[src/rtl/fpu_int_to_fp_if.sv]
// Handshake bundle for the integer-to-double converter: operand in, packed double out.
interface fpu_int_to_fp_if;
  localparam int unsigned DATA_W = 64;

  logic              in_valid;
  logic              in_ready;
  logic [DATA_W-1:0] in_data;
  logic              out_valid;
  logic              out_ready;
  logic [DATA_W-1:0] result;
  logic              inexact;

  modport slave (
    input  in_valid, in_data, out_ready,
    output in_ready, out_valid, result, inexact
  );

  modport master (
    output in_valid, in_data, out_ready,
    input  in_ready, out_valid, result, inexact
  );
endinterface

[src/rtl/fpu_int_to_fp.sv]
// 64-bit integer to IEEE-754 double, round-to-nearest-even.
// Normalizes one bit per cycle; valid/ready handshake on both sides.
module fpu_int_to_fp #(
  parameter int SIGNED_IN = 1
) (
  input  logic            clk,
  input  logic            rst,
  fpu_int_to_fp_if.slave  bus
);
  localparam int unsigned DATA_W = 64;
  localparam int unsigned EXP_W  = 11;
  localparam int unsigned FRAC_W = 52;
  localparam int unsigned MANT_W = FRAC_W + 1;
  localparam logic [EXP_W-1:0] EXP_TOP = EXP_W'(1086);

  typedef enum logic [1:0] {IDLE, NORM, ROUND, DONE} state_t;

  state_t              r_state;
  state_t              w_state_nxt;
  logic                r_sgn;
  logic                w_sgn_nxt;
  logic [DATA_W-1:0]   r_mag;
  logic [DATA_W-1:0]   w_mag_nxt;
  logic [EXP_W-1:0]    r_exp;
  logic [EXP_W-1:0]    w_exp_nxt;
  logic [DATA_W-1:0]   r_result;
  logic [DATA_W-1:0]   w_result_nxt;
  logic                r_inexact;
  logic                w_inexact_nxt;
  logic                r_in_ready;
  logic                r_out_valid;

  logic                w_sgn_in;
  logic [DATA_W-1:0]   w_mag_in;
  logic                w_lsb;
  logic                w_guard;
  logic                w_sticky;
  logic                w_round_up;
  logic [MANT_W-1:0]   w_frac_inc;
  logic [EXP_W-1:0]    w_exp_rnd;

  // Magnitude of the incoming operand; -2^63 maps onto 2^63 unchanged.
  assign w_sgn_in = (SIGNED_IN != 0) && bus.in_data[DATA_W-1];
  assign w_mag_in = w_sgn_in ? (~bus.in_data + DATA_W'(1)) : bus.in_data;

  // Round on the normalized magnitude; a carry out of frac bumps the exponent.
  assign w_lsb      = r_mag[11];
  assign w_guard    = r_mag[10];
  assign w_sticky   = |r_mag[9:0];
  assign w_round_up = w_guard & (w_sticky | w_lsb);
  assign w_frac_inc = {1'b0, r_mag[62:11]} + MANT_W'(w_round_up);
  assign w_exp_rnd  = r_exp + EXP_W'(w_frac_inc[FRAC_W]);

  always_comb begin
    w_state_nxt   = r_state;
    w_sgn_nxt     = r_sgn;
    w_mag_nxt     = r_mag;
    w_exp_nxt     = r_exp;
    w_result_nxt  = r_result;
    w_inexact_nxt = r_inexact;

    case (r_state)
      IDLE: begin
        if (bus.in_valid) begin
          w_sgn_nxt = w_sgn_in;
          w_mag_nxt = w_mag_in;
          if (w_mag_in == '0) begin
            w_result_nxt  = '0;
            w_inexact_nxt = 1'b0;
            w_state_nxt   = DONE;
          end else begin
            w_exp_nxt   = EXP_TOP;
            w_state_nxt = NORM;
          end
        end
      end
      NORM: begin
        if (!r_mag[DATA_W-1]) begin
          w_mag_nxt = {r_mag[DATA_W-2:0], 1'b0};
          w_exp_nxt = r_exp - EXP_W'(1);
        end else begin
          w_state_nxt = ROUND;
        end
      end
      ROUND: begin
        w_exp_nxt     = w_exp_rnd;
        w_result_nxt  = {r_sgn, w_exp_rnd, w_frac_inc[FRAC_W-1:0]};
        w_inexact_nxt = w_guard | w_sticky;
        w_state_nxt   = DONE;
      end
      DONE: begin
        if (bus.out_ready) begin
          w_state_nxt = IDLE;
        end
      end
      default: begin
        w_state_nxt = IDLE;
      end
    endcase
  end

  // Handshake flags are registered copies of the next-state decode.
  always_ff @(posedge clk) begin
    if (rst) begin
      r_state     <= IDLE;
      r_sgn       <= 1'b0;
      r_mag       <= '0;
      r_exp       <= '0;
      r_result    <= '0;
      r_inexact   <= 1'b0;
      r_in_ready  <= 1'b1;
      r_out_valid <= 1'b0;
    end else begin
      r_state     <= w_state_nxt;
      r_sgn       <= w_sgn_nxt;
      r_mag       <= w_mag_nxt;
      r_exp       <= w_exp_nxt;
      r_result    <= w_result_nxt;
      r_inexact   <= w_inexact_nxt;
      r_in_ready  <= (w_state_nxt == IDLE);
      r_out_valid <= (w_state_nxt == DONE);
    end
  end

  assign bus.in_ready  = r_in_ready;
  assign bus.out_valid = r_out_valid;
  assign bus.result    = r_result;
  assign bus.inexact   = r_inexact;
endmodule
[src/flat_wrapper.sv]
// flat-port wrapper written by rule: the top's interface ports become plain ports
module fpu_int_to_fp_flat 
#(
  parameter int SIGNED_IN = 1
)
  (clk, rst, bus_in_valid, bus_in_data, bus_out_ready, bus_in_ready, bus_out_valid, bus_result, bus_inexact);
  fpu_int_to_fp_if bus_i ();
  input  logic clk;
  input  logic rst;
  input wire logic [$bits(bus_i.in_valid)-1:0] bus_in_valid;
  input wire logic [$bits(bus_i.in_data)-1:0] bus_in_data;
  input wire logic [$bits(bus_i.out_ready)-1:0] bus_out_ready;
  output wire logic [$bits(bus_i.in_ready)-1:0] bus_in_ready;
  output wire logic [$bits(bus_i.out_valid)-1:0] bus_out_valid;
  output wire logic [$bits(bus_i.result)-1:0] bus_result;
  output wire logic [$bits(bus_i.inexact)-1:0] bus_inexact;
  assign bus_i.in_valid = bus_in_valid;
  assign bus_i.in_data = bus_in_data;
  assign bus_i.out_ready = bus_out_ready;
  assign bus_in_ready = bus_i.in_ready;
  assign bus_out_valid = bus_i.out_valid;
  assign bus_result = bus_i.result;
  assign bus_inexact = bus_i.inexact;
  fpu_int_to_fp #(.SIGNED_IN(SIGNED_IN)) u_core (.clk(clk), .rst(rst), .bus(bus_i));
endmodule
[config.mk]
export PLATFORM = sky130hd
export DESIGN_NAME = fpu_int_to_fp_flat
export DESIGN_NICKNAME = d
export VERILOG_FILES = /design/src/rtl/fpu_int_to_fp_if.sv /design/src/rtl/fpu_int_to_fp.sv /design/src/flat_wrapper.sv
export SDC_FILE = /design/constraint.sdc
export NUM_CORES = 1
export LEC_CHECK = 0
export CAP_MARGIN = 40
export CORE_ASPECT_RATIO = 0.5
export CORE_MARGIN = 8
export CORE_UTILIZATION = 40
export CTS_BUF_LIST = sky130_fd_sc_hd__clkbuf_16
export CTS_CLUSTER_DIAMETER = 80
export DETAILED_ROUTE_END_ITERATION = 8
export SLEW_MARGIN = 20
export SYNTH_ARGS = -nofsm -noshare
export SYNTH_HDL_FRONTEND = slang
export SYNTH_SLANG_ARGS = --single-unit
[constraint.sdc]
create_clock -name clk -period 9.5 [get_ports clk]
set_input_delay 1.9 -clock clk [delete_from_list [all_inputs] [get_ports clk]]
set_output_delay 1.9 -clock clk [all_outputs]
set_load 0.01 [all_outputs]
Yosys cells after proc, flatten, opt, wreduce, memory -nomap -nowiden
Cells that the tools add are included.

operators by class
  reduce and logical (&&, ||, !) cells = 12
  add/subtract/negate cells = 4
  muxes and demuxes = 19
  bitwise operators = 4
  equality and inequality tests = 8

operators by type and width
  operator                                                                  count
  64-bit two-way mux                                                        5
  64-bit one-hot mux with 2 select lines                                    2
  64-bit by 1-bit adder with 64-bit output (second input constant)          1
  64-bit logical NOT                                                        1
  64-bit inverter                                                           1
  52-bit by 1-bit adder with 53-bit output                                  1
  11-bit two-way mux                                                        3
  11-bit one-hot mux with 3 select lines                                    1
  11-bit by 1-bit adder with 11-bit output                                  1
  11-bit by 1-bit subtractor with 11-bit output (second input constant)     1
  10-bit OR reduction                                                       1
  2-bit two-way mux                                                         4
  2-bit one-hot mux with 4 select lines                                     1
  2-bit == test (second input constant)                                     3
  2-bit inequality test (second input constant)                             3
  3-bit AND reduction                                                       2
  2-bit logical NOT                                                         2
  2-bit AND reduction                                                       2
  4-bit AND reduction                                                       1
  2-bit nonzero test                                                        2
  3-bit nonzero test                                                        1
  2-bit by 1-bit == test with 1-bit output (second input constant)          1
  1-bit two-way mux                                                         2
  2-bit by 1-bit inequality test with 1-bit output (second input constant)  1
  3 further kinds                                                           4

word-level totals
  flip-flop bits (word level) = 145
  word-level logic and storage cells = 56
  output and inout bits = 67

Logic depth before layout (Yosys ltp)
  depth after elaboration = 8
  gate-level depth with buffers = 15

Worst setup path after synthesis
OpenSTA, ideal clock, no wires.

  path type = input -> register
  start = in bus_in_data[7]
  end = reg u_core.r_result[22], in the netlist u_core.bus.result[22]
  setup slack = 3.581 ns
  setup time = 0.059 ns
  path buffers = 4
  stages = 14
  arrival time = 5.860 ns
  path through = buf_2 -> or3_1 -> or4_1 -> buf_2 -> or3_4 -> o41ai_2 -> xor2_1 -> nand4b_1 -> or4_4 -> or4_4 -> buf_6 -> buf_6 -> a211oi_2 -> a31o_1

on the way
  word-level cells in the longest chain between the ends = 6

RTL lines
  what                                                                 RTL line              source
  start, declared                                                      flat_wrapper.sv:11    input wire logic [$bits(bus_i.in_data)-1:0] bus_in_data;
  64-bit inverter                                                      fpu_int_to_fp.sv:44   assign w_mag_in = w_sgn_in ? (~bus.in_data + DATA_W'(1)) : bus.in_data;
  64-bit by 1-bit adder with 64-bit output                             fpu_int_to_fp.sv:44
  64-bit two-way mux *                                                 fpu_int_to_fp.sv:44
  64-bit logical NOT *                                                 fpu_int_to_fp.sv:67   if (w_mag_in == '0) begin
  2-bit by 1-bit inequality test with 1-bit output (no source line) *  --
  3-bit AND reduction (no source line) *                               --
  end signal, assigned                                                 fpu_int_to_fp.sv:118  r_result <= w_result_nxt;
  end, declared                                                        fpu_int_to_fp.sv:26   logic [DATA_W-1:0] r_result;

Mark *: on every way between the ends. The rest lies on a longest branch, timed or not.
A chain may end at the register's enable or synchronous reset.

Worst setup path in the final report
  start = in bus_in_data[4]
  end = reg u_core.r_result[17], in the netlist u_core.bus.result[17]

The elaborated chain is that of the path after synthesis.

==> impl_results.md <==
* Top fanout value on the critical path at 38
* Initial core utilization at 40.20%
* Antenna violations before repair at 2
* Crit path required time at 9.88 ns
* Commonest cells after routing, fill and taps aside: sky130_fd_sc_hd__dfxtp_1, sky130_fd_sc_hd__clkdlybuf4s50_1, sky130_fd_sc_hd__nor2_1
* Die W at 244.9 microns
* Cell type of the slowest stage on the worst timing path: sky130_fd_sc_hd__nor4_1
* DIE HEIGHT at 130.4 microns
* Arrival time of the worst setup path at 7.60 ns
* TritonCTS clock tree: yes
* Pwr/cell area at 149.5 mW/mm^2
* Number of nets in the final layout at 1508
* Area of the die at 0.03194 sq mm
* Count of buffering cells on the critical path with inverters included at 2
* Number of max-slew violations in the final report at 0
* Worst Hold Class: reg2reg
* Static leakage power at 3.977 nW
* Ports placed on the boundary at 135
* Number of global-route vias before repair at 10.31k
* Max-Slew Margin vs Limit at 39.19%
* Net count after synthesis at 1456
* CTS Hold Bufs at 0
* Final min period at 7.215 ns
* Violation count after the first detailed-route iteration at 1563
* Hold violation count in the final report at 0
* Area share of the leading cell type in the synthesized netlist at 27.70%
* Std-Cell Rows at 42
* Top FF cell, synth: sky130_fd_sc_hd__dfxtp_1
* Synthesis-stage register bit count at 145
* Fin Clk Skew at 0.01319 ns
* Number of instances in the synthesized netlist at 1379
* Core area at 0.02607 sq mm
* Total of warnings raised by yosys at 0
* Total number of vias at 11.50k
* Portion of the post-synthesis area used by sequential elements at 27.70%
* Library cell with the largest summed area after synthesis: sky130_fd_sc_hd__dfxtp_1
* Gp weighted congestion at 1.003
* Outcome: finished clean
* Commonest non-fill, non-tap cell in the layout: sky130_fd_sc_hd__dfxtp_1
* Synthesized area at 0.01048 sq mm
* Number of unique standard cell types used by synthesis at 74
* Setup Buffers After CTS at 0
* Residual antenna-violating net count after detailed routing at 0
* Number of clock sinks seen by CTS at 145
* Unrepaired setup endpoints after global routing: false
* Post-detailed-route wirelength per cell at 23.55 microns
* Least-Margin Pin Slew at 0.9038 ns
* Family with the most delay on the worst path: simple AND/OR/NAND/NOR gates
* Area delta synth->final at 19.50%
* Post-cts sizing count at 0
* Setup_tns at 0 ns
* PnR Total Power at 1.872 mW
* Clock transition time at the flip-flop clock pins of the worst setup and hold paths at 0.06 ns
* Post-synth EDFFs at 0
* Ratio of cells with drive above 1 in the final layout at 8.801%
* Peak Freq at 138.6 MHz
* Deepest level of the CTS H-tree at 4
* DRC violations left at 0
* Port bufs at 134
* Buffers from clock root to sink, at most at 2
* Pin count of the biggest net entering global routing at 76
* Share of the cycle needed by the critical path after routing at 75.95%
* Mean instance size in the synthesized netlist at 7.598 sq um
* CP Class: in2reg
* Placed wire-length estimate at 31400 microns
* Worst Setup Start Kind: primary input
* Final number of setup-violating endpoints at 0
* Vias per cell at 6.400
* Max-cap check violation count at 0
* Critical Path, Cell by Cell: clkdlybuf4s50_1 > nor4_1 > nand4_1 > or3_1 > o21ai_0 > a32oi_1 > a2111oi_0 > nand3_1 > or4_4 > buf_12 > a211oi_1 > a31o_2
* Global-route wire length before repair at 63860 microns
* Number of detailed-route iterations in the first pass at 6
* Leading post-synthesis cells by cell area: sky130_fd_sc_hd__dfxtp_1, sky130_fd_sc_hd__xnor2_1, sky130_fd_sc_hd__nor2_1, sky130_fd_sc_hd__xor2_1, sky130_fd_sc_hd__nand2_1
* Sort of element at the end of the critical path: flip-flop
* Clock latency at the later pin of the worst-skew pair at 0.44 ns
* Aggregate global-route resource usage at 25.71%
* Buffer type at the clock tree root: sky130_fd_sc_hd__clkbuf_16
* Wire length reported by the detailed router at 42330 microns
* Worst-case vdd ir drop at 0.1417 mV
* Total global routing overflow at 0
* Number of buffers created by CTS at 17
* Slowest Stage Delay on Critical Path at 0.72 ns
* Post-synthesis async set-or-reset flop share at 0%
## per-layer routing
metal | global-route usage, % | vias up | routed length [microns]
li1 | - | 5279 | -
met3 | 9.619 | 39 | 5061
met5 | 0 | - | 0
met1 | 38.11 | 5598 | 20240
met4 | 5.232 | 0 | 445
met2 | 34.38 | 585 | 16580
## tightest hold or removal path, cell delays in order, from the launching register on
cell,delay [ns]
sky130_fd_sc_hd__dfxtp_1,0.31
sky130_fd_sc_hd__nand3_1,0.06
sky130_fd_sc_hd__a21oi_1,0.05
## power breakdown
group	leakage [nW]	total, mW	switching [mW]	internal (mW)
clock network	0.273	0.657	0.278	0.379
registers	1.18	0.737	0.0757	0.662
logic	2.52	0.478	0.304	0.174
## synthesized netlist by cell type (6+ instances only)
| cell type | count |
|---|---|
| sky130_fd_sc_hd__xor2_1 | 51 |
| sky130_fd_sc_hd__nor2_1 | 126 |
| sky130_fd_sc_hd__nor3_1 | 32 |
| sky130_fd_sc_hd__and2_1 | 7 |
| sky130_fd_sc_hd__and4_1 | 8 |
| sky130_fd_sc_hd__o211ai_1 | 37 |
| sky130_fd_sc_hd__clkbuf_1 | 108 |
| sky130_fd_sc_hd__o21ai_0 | 76 |
| sky130_fd_sc_hd__or4_1 | 16 |
| sky130_fd_sc_hd__a31o_2 | 20 |
| sky130_fd_sc_hd__a31oi_1 | 12 |
| sky130_fd_sc_hd__o41ai_1 | 25 |
| sky130_fd_sc_hd__a211oi_2 | 17 |
| sky130_fd_sc_hd__ha_1 | 9 |
| sky130_fd_sc_hd__a31o_1 | 18 |
| sky130_fd_sc_hd__or2_2 | 8 |
| sky130_fd_sc_hd__buf_2 | 6 |
| sky130_fd_sc_hd__nand2_1 | 109 |
| sky130_fd_sc_hd__dfxtp_1 | 145 |
| sky130_fd_sc_hd__xnor2_1 | 73 |
| sky130_fd_sc_hd__or3_1 | 15 |
| sky130_fd_sc_hd__buf_1 | 11 |
| sky130_fd_sc_hd__inv_1 | 30 |
| sky130_fd_sc_hd__nand3_1 | 71 |
| sky130_fd_sc_hd__nand4_1 | 52 |
| sky130_fd_sc_hd__nand2b_1 | 9 |
| sky130_fd_sc_hd__a221oi_1 | 12 |
| sky130_fd_sc_hd__a211oi_1 | 32 |
| sky130_fd_sc_hd__a21oi_1 | 66 |
| sky130_fd_sc_hd__and3_1 | 20 |
| sky130_fd_sc_hd__nor4_1 | 31 |
| sky130_fd_sc_hd__o31ai_1 | 24 |
| sky130_fd_sc_hd__nand4b_1 | 7 |
## cell families (layout without fill, tap and decap cells)
kind of cell | after synthesis | in the layout | synth area share [%]
flip-flops | 145 | 145 | 27.70
multiplexers | 4 | 4 | 0.4060
XOR/XNOR | 124 | 124 | 10.37
buffers and inverters | 161 | 225 | 6.126
AO/OA/AOI/OAI | 398 | 398 | 27.70
AND/OR/NAND/NOR | 538 | 538 | 26.62
other | 0 | 2 | 0
adder cells (fa/ha/maj) | 9 | 9 | 1.075
## sequential cells by signal (all words and copies together), names as in the netlist
signal,flops
u_core.bus.in_ready,1
u_core.bus.inexact,1
u_core.bus.out_valid,1
u_core.bus.result,64
u_core.r_exp,11
u_core.r_mag,64
u_core.r_sgn,1
u_core.r_state,2
## stage by stage
step	setup slack [ns]	util, %	cell area [sq um]	hold WS, ns	cells
after floorplan	3.581	-	10480	0.4366	1379
after global placement	1.853	45.66	11900	0.4580	1756
after detailed placement	1.803	45.69	11910	0.4608	1758
after CTS	2.235	47.81	12460	0.4691	1789
after global routing	2.051	48.04	12520	0.4905	1797
final	2.285	48.04	12520	0.4640	1797
## path summary, 6_finish.rpt
path	start	end	slack [ns]	cells after the start
worst max register to register	u_core.r_state[0]	u_core.bus.result[19]	4.99	12
worst max-delay path	bus_in_data[4]	u_core.bus.result[17]	2.29	12
worst min-delay path	u_core.bus.result[63]	u_core.bus.result[63]	0.46	2
worst min register to register	u_core.bus.result[63]	u_core.bus.result[63]	0.46	2
## cell type report
class | instances | area (sq um)
clock buffers | 17 | 425.4
multi-input cells | 1073 | 6955
diodes | 2 | 5.005
inverters | 32 | 120.1
fillers | 2635 | 13540
flip-flops and latches | 145 | 2903
clock inverters | 14 | 126.4
repair buffers | 162 | 1545
well taps | 352 | 440.4
Power figures use the tool's default switching activity.
